### config.mk
export PLATFORM = sky130hd
export DESIGN_NAME = exp_prep
export DESIGN_NICKNAME = d
export VERILOG_FILES = /design/src/rtl/rsa_pkg.sv /design/src/rtl/mod_double.sv /design/src/rtl/exp_prep.sv
export SDC_FILE = /design/constraint.sdc
export NUM_CORES = 2
export LEC_CHECK = 0
export CELL_PAD_IN_SITES_DETAIL_PLACEMENT = 0
export CELL_PAD_IN_SITES_GLOBAL_PLACEMENT = 1
export CORE_ASPECT_RATIO = 0.6
export CORE_MARGIN = 3
export CORE_UTILIZATION = 42
export DETAILED_ROUTE_END_ITERATION = 12
export HOLD_SLACK_MARGIN = 0.02
export PLACE_DENSITY = 0.83
export SYNTH_ARGS = -nofsm -noshare
export SYNTH_HDL_FRONTEND = slang
export SYNTH_SLANG_ARGS = --single-unit
### constraint.sdc
create_clock -name clk -period 46.3 [get_ports clk]
set_clock_uncertainty 0.15 [all_clocks]
set_input_delay 9.26 -clock clk [delete_from_list [all_inputs] [get_ports clk]]
set_output_delay 9.26 -clock clk [all_outputs]
set_load 0.02 [all_outputs]
### src/rtl/rsa_pkg.sv
// Shared RSA datapath definitions: operand widths, operand RAM map and
// the exp_prep controller state encoding.
package rsa_pkg;

  localparam int BITLEN     = 256;
  localparam int LOG_BITLEN = 8;

  // Operand RAM locations consumed by the Montgomery exponentiator
  localparam int ADDR_XBAR  = 0;
  localparam int ADDR_MBAR  = 1;

  typedef enum logic [2:0] {
    IDLE = 3'd0,
    FIND = 3'd1,
    XBAR = 3'd2,
    XWR  = 3'd3,
    MBAR = 3'd4,
    MWR  = 3'd5,
    GO   = 3'd6,
    ERR  = 3'd7
  } prep_state_t;

endpackage

### src/rtl/mod_double.sv
// Modular doubling: r2 = (2*r) mod n, valid for r < n.
// One extra bit of width keeps 2*r exact even when n is close to 2^W.
module mod_double #(
  parameter int W = 256
) (
  input  logic [W-1:0] r,
  input  logic [W-1:0] n,
  output logic [W-1:0] r2
);

  logic [W:0] dbl;
  logic [W:0] diff;

  // Double, then subtract n once if the doubled value reached n
  always_comb begin
    dbl  = {r, 1'b0};
    diff = dbl - {1'b0, n};
    r2   = (dbl >= {1'b0, n}) ? diff[W-1:0] : dbl[W-1:0];
  end

endmodule

### src/rtl/exp_prep.sv
// Montgomery operand preparation: computes R mod n and M*R mod n (R = 2^k,
// k = bit length of n), writes them to the operand RAM, reports the exponent
// MSB index and k, then pulses exp_start.
// Optional feature macro: EXP_PREP_CHECK_EN enables operand validity checks
// and the ERR completion path; without it err is constant 0.
module exp_prep #(
  parameter int BITLEN     = rsa_pkg::BITLEN,
  parameter int LOG_BITLEN = rsa_pkg::LOG_BITLEN,
  parameter int ABITS      = 8,
  parameter int DBITS      = 256
) (
  input  logic                  clk,
  input  logic                  rst_n,
  input  logic                  start,
  input  logic [BITLEN-1:0]     m,
  input  logic [BITLEN-1:0]     e,
  input  logic [BITLEN-1:0]     n,
  output logic [ABITS-1:0]      wr_addr,
  output logic [DBITS-1:0]      wr_data,
  output logic                  wr_en,
  output logic [LOG_BITLEN-1:0] e_idx,
  output logic [LOG_BITLEN:0]   mp_count,
  output logic                  exp_start,
  output logic                  busy,
  output logic                  done,
  output logic                  err
);

  import rsa_pkg::*;

  prep_state_t           state_q, state_d;
  logic [BITLEN-1:0]     m_q, e_q, n_q;
  logic [BITLEN-1:0]     r_q, r_dbl;
  logic [LOG_BITLEN:0]   cnt_q;
  logic [LOG_BITLEN-1:0] e_msb, n_msb;
  logic [LOG_BITLEN:0]   k;
  logic                  accept;

  assign accept = (state_q == IDLE) && start;
  assign busy   = (state_q != IDLE);

  mod_double #(.W(BITLEN)) u_mod_double (
    .r  (r_q),
    .n  (n_q),
    .r2 (r_dbl)
  );

  // Priority encoders: highest set bit of the latched exponent and modulus
  always_comb begin
    e_msb = '0;
    n_msb = '0;
    for (int i = 0; i < BITLEN; i++) begin
      if (e_q[i]) e_msb = LOG_BITLEN'(i);
      if (n_q[i]) n_msb = LOG_BITLEN'(i);
    end
  end

  assign k = {1'b0, n_msb} + 1'b1;

`ifdef EXP_PREP_CHECK_EN
  logic op_err;

  // Operand validity: odd modulus >= 3, non-zero exponent, plaintext below n
  always_comb begin
    op_err = ~n_q[0] | (n_q < BITLEN'(3)) | (e_q == '0) | (m_q >= n_q);
  end
`endif

  // State register
  // NOTE: sequential state uses non-blocking assignment so every flop samples
  // pre-edge values regardless of block evaluation order.
  always_ff @(posedge clk or negedge rst_n) begin
    if (!rst_n) state_q <= IDLE;
    else        state_q <= state_d;
  end

  // Next-state and Moore outputs; RAM port is forced to zero between writes
  always_comb begin
    // NOTE: every output gets a default before the case so no path leaves a
    // signal unassigned, which would otherwise infer a latch.
    state_d   = state_q;
    wr_en     = 1'b0;
    wr_addr   = '0;
    wr_data   = '0;
    exp_start = 1'b0;
    done      = 1'b0;
    unique case (state_q)
      IDLE: if (start) state_d = FIND;
`ifdef EXP_PREP_CHECK_EN
      FIND: state_d = op_err ? ERR : XBAR;
`else
      FIND: state_d = XBAR;
`endif
      XBAR: if (cnt_q == 1) state_d = XWR;
      XWR: begin
        wr_en   = 1'b1;
        wr_addr = ABITS'(ADDR_XBAR);
        wr_data = DBITS'(r_q);
        state_d = MBAR;
      end
      MBAR: if (cnt_q == 1) state_d = MWR;
      MWR: begin
        wr_en   = 1'b1;
        wr_addr = ABITS'(ADDR_MBAR);
        wr_data = DBITS'(r_q);
        state_d = GO;
      end
      GO: begin
        exp_start = 1'b1;
        done      = 1'b1;
        state_d   = IDLE;
      end
`ifdef EXP_PREP_CHECK_EN
      ERR: begin
        done    = 1'b1;
        state_d = IDLE;
      end
`endif
      default: state_d = IDLE;
    endcase
  end

  // Operand latches and the doubling accumulator/iteration counter
  // NOTE: these wide data registers carry no reset; their contents are
  // don't-care until loaded by start acceptance or FIND.
  always_ff @(posedge clk) begin
    if (accept) begin
      m_q <= m;
      e_q <= e;
      n_q <= n;
    end
    if (state_q == FIND) begin
      r_q   <= BITLEN'(1);
      cnt_q <= k;
    end else if (state_q == XWR) begin
      r_q   <= m_q;
      cnt_q <= k;
    end else if (state_q == XBAR || state_q == MBAR) begin
      r_q   <= r_dbl;
      cnt_q <= cnt_q - 1'b1;
    end
  end

  // Result registers, loaded in FIND and held until the next job
  always_ff @(posedge clk or negedge rst_n) begin
    if (!rst_n) begin
      e_idx    <= '0;
      mp_count <= '0;
    end else if (state_q == FIND) begin
      e_idx    <= e_msb;
      mp_count <= k;
    end
  end

`ifdef EXP_PREP_CHECK_EN
  // Error flag: cleared on acceptance, set in FIND when operands are invalid
  always_ff @(posedge clk or negedge rst_n) begin
    if (!rst_n)                err <= 1'b0;
    else if (accept)           err <= 1'b0;
    else if (state_q == FIND)  err <= op_err;
  end
`else
  assign err = 1'b0;
`endif

endmodule

* After elaboration in Yosys (flattened, before gate mapping)
Index checks and enable logic that the tools add are counted.
** Word-level totals
- Flip-flop bits (word level) :: 1053
- Output and inout port bits :: 286
- Logic and storage cells :: 554
** Cells by class
- Add/sub/neg operators :: 3
- Order comparisons :: 1
- Equality and inequality tests :: 10
- Multiplexer cells :: 524
- Reductions and logical operators :: 8
** Operator list (count)
- $mux W8 :: 506
- $mux W256 :: 4
- $ge A257 B256 Y1 :: 1
- $sub A256 B256 Y256 :: 1
- $mux W9 :: 3
- $pmux W3 S6 :: 1
- $add A8 B1 Y9 const B :: 1
- $eq A3 B3 Y1 const B :: 3
- $eq A9 B1 Y1 const B :: 1
- $mux W3 :: 3
- $sub A9 B1 Y9 const B :: 1
- $eq A3 B2 Y1 const B :: 2
- $ne A2 B2 Y1 const B :: 3
- $reduce_bool A3 Y1 :: 2
- $mux W1 :: 5
- $mux W2 :: 2
- $eq A3 B1 Y1 const B :: 1
- $logic_not A3 Y1 :: 1
- $reduce_and A3 Y1 :: 1
- $reduce_bool A2 Y1 :: 1
- $reduce_or A2 Y1 :: 1
- $logic_and A1 B1 Y1 :: 1
- $logic_or A1 B1 Y1 :: 1

* Depth between registers and ports, before layout
- Word-level depth :: 258
- Mapped depth :: 24
- Depth with buffers taken out :: 20

* By module
A second synthesis with hierarchy kept.
** Second synthesis, totals
- Cells, all modules :: 8125
- Area total of the unflattened synthesis :: 69928.3 µm²
** Modules (own cells, without submodules)
- exp_prep :: times used 1, cells each 4109, area each 46691.0 µm², sequential area each 28927.7 µm²
- mod_double :: times used 1, cells each 4016, area each 23237.3 µm², sequential area each 0.0 µm²

* Worst setup path before layout
OpenSTA, ideal clock, no wires.
- Kind :: in2reg
- Start point :: input start
- End point :: register e_q[100], enable pin
- Library setup time :: 1.923 ns
- Arrival time :: 40.708 ns
- Required time :: 44.227 ns
- Path slack :: 3.518 ns
- Stages on the path :: 2
- Path buffers :: 0
- Path through :: inv_1 > nor2_1
** On the way
- Word-level cells in the longest chain between the ends :: 1
** RTL lines
- from (decl) :: RTL line exp_prep.sv:14 : input logic start,
- $logic_and A1 B1 Y1 :: RTL line exp_prep.sv:39 : assign accept = (state_q == IDLE) && start;
- named net accept :: RTL line exp_prep.sv:37 : logic accept;
- to (signal assigned) :: RTL line exp_prep.sv:129 : e_q <= e;
- to (decl) :: RTL line exp_prep.sv:32 : logic [BITLEN-1:0] m_q, e_q, n_q;
The timed path passes the listed nets, and every way through them passes these cells.
A chain may end at the register's enable or synchronous reset.

* Worst setup path in the final report
- Start point :: register state_q[2]
- End point :: output wr_data[103]
** On the way
- Word-level cells in the longest chain between the ends :: 3
** RTL lines
- from (decl) :: RTL line exp_prep.sv:31 : prep_state_t state_q, state_d;
- from (signal assigned) :: RTL line exp_prep.sv:74 : else state_q <= state_d;
- $eq A3 B2 Y1 / $eq A3 B3 Y1 (equally long branches) :: RTL line exp_prep.sv:87 : unique case (state_q)
- $reduce_or A2 Y1 (no line) (*)
- $mux W256 (*) :: RTL line exp_prep.sv:87
- to (decl) :: RTL line exp_prep.sv:19 : output logic [DBITS-1:0] wr_data,
Mark *: on every way between the ends. The rest lies on a longest branch, timed or not.

==> summary.txt <==
Run status
  • Status: complete, but fails checks
  • Failing checks: max-capacitance violations, max-slew violations

Setup path
  • Arrival time at the worst endpoint: 4590 ps
  • Critical path class: register to output pin
  • Maximum fanout along the worst path: 83
  • Worst setup SP type: register
  • Worst EP required: 36,890 ps
  • Crit path capture type: output pin

Cells and area
  • Layout area overhead: 24.3%
  • Finished Layout Cells: 10,100
  • Share of layout cells above drive strength 1: 4.13%
  • Fin nets: 8,966

Power
  • Sw Ratio: 48.9%
  • Pleak: 30.2 nW
  • Internal cell power: 0.00303 W
  • Total Power: 0.00594 W
  • Maximum vdd drop: between 0.00004 and 0.00005 V
  • Combinational power share: 55.4%
  • Sw Pwr: 0.00290 W
  • Clk pwr share: 15.1%
  • Seq pwr share: 29.5%
  • P per Cell Area: 73.3 mW/mm2

CTS
  • Root buf cell: clkbuf_16
  • Clock Path Buffers: 3
  • Resized Gates After CTS: 0
  • Post-CTS setup buffer count: 0
  • CTS tree: built
  • Clk_lat worst skew: 790 ps
  • Clk sinks: 1,052
  • Num CTS Buffers: a little over 100
  • Worst-path clk slew: 80 ps
  • Post-CTS Hold Buffers: 0
  • H-tree level count: 3

Placement
  • Pre-CTS worst setup slack: 32,470 ps
  • Dpl hpwl: 235,000 um
  • Placed Cells: 9,866
  • PortBufs: 1,047
  • RD Place Congestion: 1.03

Timing
  • F_max: about 71 MHz
  • Pins over their slew limit: 16
  • Worst Max-Slew Pin Slew: 1510 ps
  • Slew margin rel.: -0.933%
  • Final period util: 30.2%
  • Final Hold Viols: 0
  • Final Setup Violations: 0
  • Post-route setup slack: roughly 32,000 ps
  • Min Tclk post-route: 14,000 ps
  • RSZ-0062 raised after global routing: false
  • Setup TNS: 0 ps

Detailed routing
  • Via density per instance: 6.28
  • Post-DR wirelength/cell: 29.5 um
  • Initial DRC count: 9,006
  • Router iterations before antenna repair: 6
  • Total Wirelength: 298,000 um
  • Drt drc: 0
  • Vias: 63,400
  • Routed Antenna Nets: 0

Global routing
  • Largest net degree at the start of global routing: 182
  • GRT Total Usage: 35.6%
  • Initial antenna violation count: 82
  • GR Overflow Total: 0
  • First-pass GRT wire length: 419,000 um
  • Vias in the first global route: 57,600

Synthesis
  • Yosys reg bits: 1,052
  • Sequential share of the synthesized area: 44.4%
  • Synth warn: 0
  • Synth cell types: 97
  • Syn Area/Cell: 9.20 um2
  • Ys async rst share: between 1.5 and 2%
  • Synth Instances: 7,084
  • EDFF count, synth: 776
  • Post-Syn Area: 0.0651 mm2
  • Main synth FF type: edfxtp_1

Floorplanning
  • Chip Height: 311 um
  • Initial Util: 42.5%
  • Ports: 1,057
  • Placeable Area: ~0.15 mm2
  • Num rows: 111
  • Die area: between 0.15 and 0.2 mm2
  • Die Wd: slightly above 500 um

Worst hold path
  • Min-delay worst type: register to register

Flow run
  • Max-Cap Viols: 1
==> cell usage after synthesis, drive strengths merged (179+ instances only) <==
| cell type | count | area [um2] |
|---|---|---|
| nor2 | 600 | 2250 |
| dfxtp | 256 | 5120 |
| nand2 | 609 | 2290 |
| ha | 259 | 3240 |
| o21ai | 530 | 2670 |
| inv | 409 | 1540 |
| and2 | 277 | 1730 |
| edfxtp | 776 | 23300 |
| a21oi | 579 | 2910 |
| clkbuf | 304 | 1140 |
| nor3 | 201 | 1010 |
| xnor2 | 179 | 1570 |
==> through the flow <==
step / hold WS [ps] / area (um2) / util, %
after floorplan: 271 / 65200 / -
after global placement: 297 / 77300 / 50.4
after detailed placement: 300 / 77300 / 50.4
after CTS: 291 / 80900 / 52.7
after global routing: 326 / 80900 / 52.8
final: 301 / 81000 / 52.8
==> cell families (layout without fill, tap and decap cells) <==
group	count (synthesis)	after routing	share of synthesized area, %
other cells	1	48	0.00576
simple gates	2286	2286	16.8
xor+xnor	257	257	3.46
compound gates	2284	2284	23.0
mux	158	158	2.49
fa+ha+maj	260	260	5.00
flops	1052	1052	44.4
buf+inv	786	1718	4.79
==> area by class of cell <==
class | count | area [um2]
Fill cell | 13900 | 72400
Multi-Input combinational cell | 5253 | 33200
Sequential cell | 1052 | 28900
Timing Repair Buffer | 1117 | 11100
Clock buffer | 128 | 2780
Tap cell | 2034 | 2540
Inverter | 410 | 1540
Clock inverter | 63 | 776
Antenna cell | 40 | 100
==> cells in the final DEF, fill, tap and decap left out, drive strengths merged, types with 30 or more instances in the layout <==
cell              n
a221o            89
clkinv           39
a211oi           65
a22oi           150
o21a             43
a31oi            58
xor2             78
xnor2           179
clkdlybuf4s50  1047
o2111ai          30
dfxtp           256
o311ai           32
and2            277
a21oi           579
nand2           609
nor4            153
clkbuf          128
o21ai           530
diode            40
o211ai          117
o31ai           122
nand4           107
o21bai           78
nor2            600
nand3           145
inv             414
nor3            201
buf              70
and3             42
edfxtp          776
ha              259
a21o            169
nor2b            35
mux2i           130
==> metal layers <==
metal / GRT usage [%] / routed length (um)
met5: 0 / 138
met1: 54.9 / 136000
met3: 10.0 / 35600
met4: 9.90 / 8400
met2: 47.8 / 117000
==> worst max-delay path, stage by stage, from the launching register on <==
cell and delay [ps]:
dfrtp_4 830, inv_4 530, nand2_1 190, a21oi_4 170, buf_4 460, buf_4 600
and2_1 220, clkdlybuf4s50_1 690
==> state kept, by name, summed over array words and instances (netlist names) <==
name,count
cnt_q,9
e_idx,8
e_q,255
m_q,256
mp_count,9
n_q,256
r_q,256
state_q,3
==> path summary, 6_finish.rpt <==
path / start / end / slack, ps / depth (start not counted)
setup / recovery: state_q[2] / wr_data[103] / 32300 / 7
hold / removal: m_q[59] / r_q[59] / 300 / 2
setup reg to reg: n_q[2] / r_q[76] / 37390 / 22
hold reg to reg: m_q[59] / r_q[59] / 300 / 2
max in group asynchronous: rst_n / state_q[0] / 36930 / 2
min in group asynchronous: rst_n / mp_count[0] / 8730 / 2
==> power by group through the flow <==
stage	clock network [W]	registers, W	logic [W]
after floorplan	0	0.00179	0.00225
after global placement	0	0.00175	0.00316
after detailed placement	0	0.00175	0.00319
after CTS	0.000905	0.00173	0.00321
after global routing	0.000939	0.00177	0.00356
final	0.000894	0.00175	0.00329
Note: power is estimated with default switching activity, not from simulation.
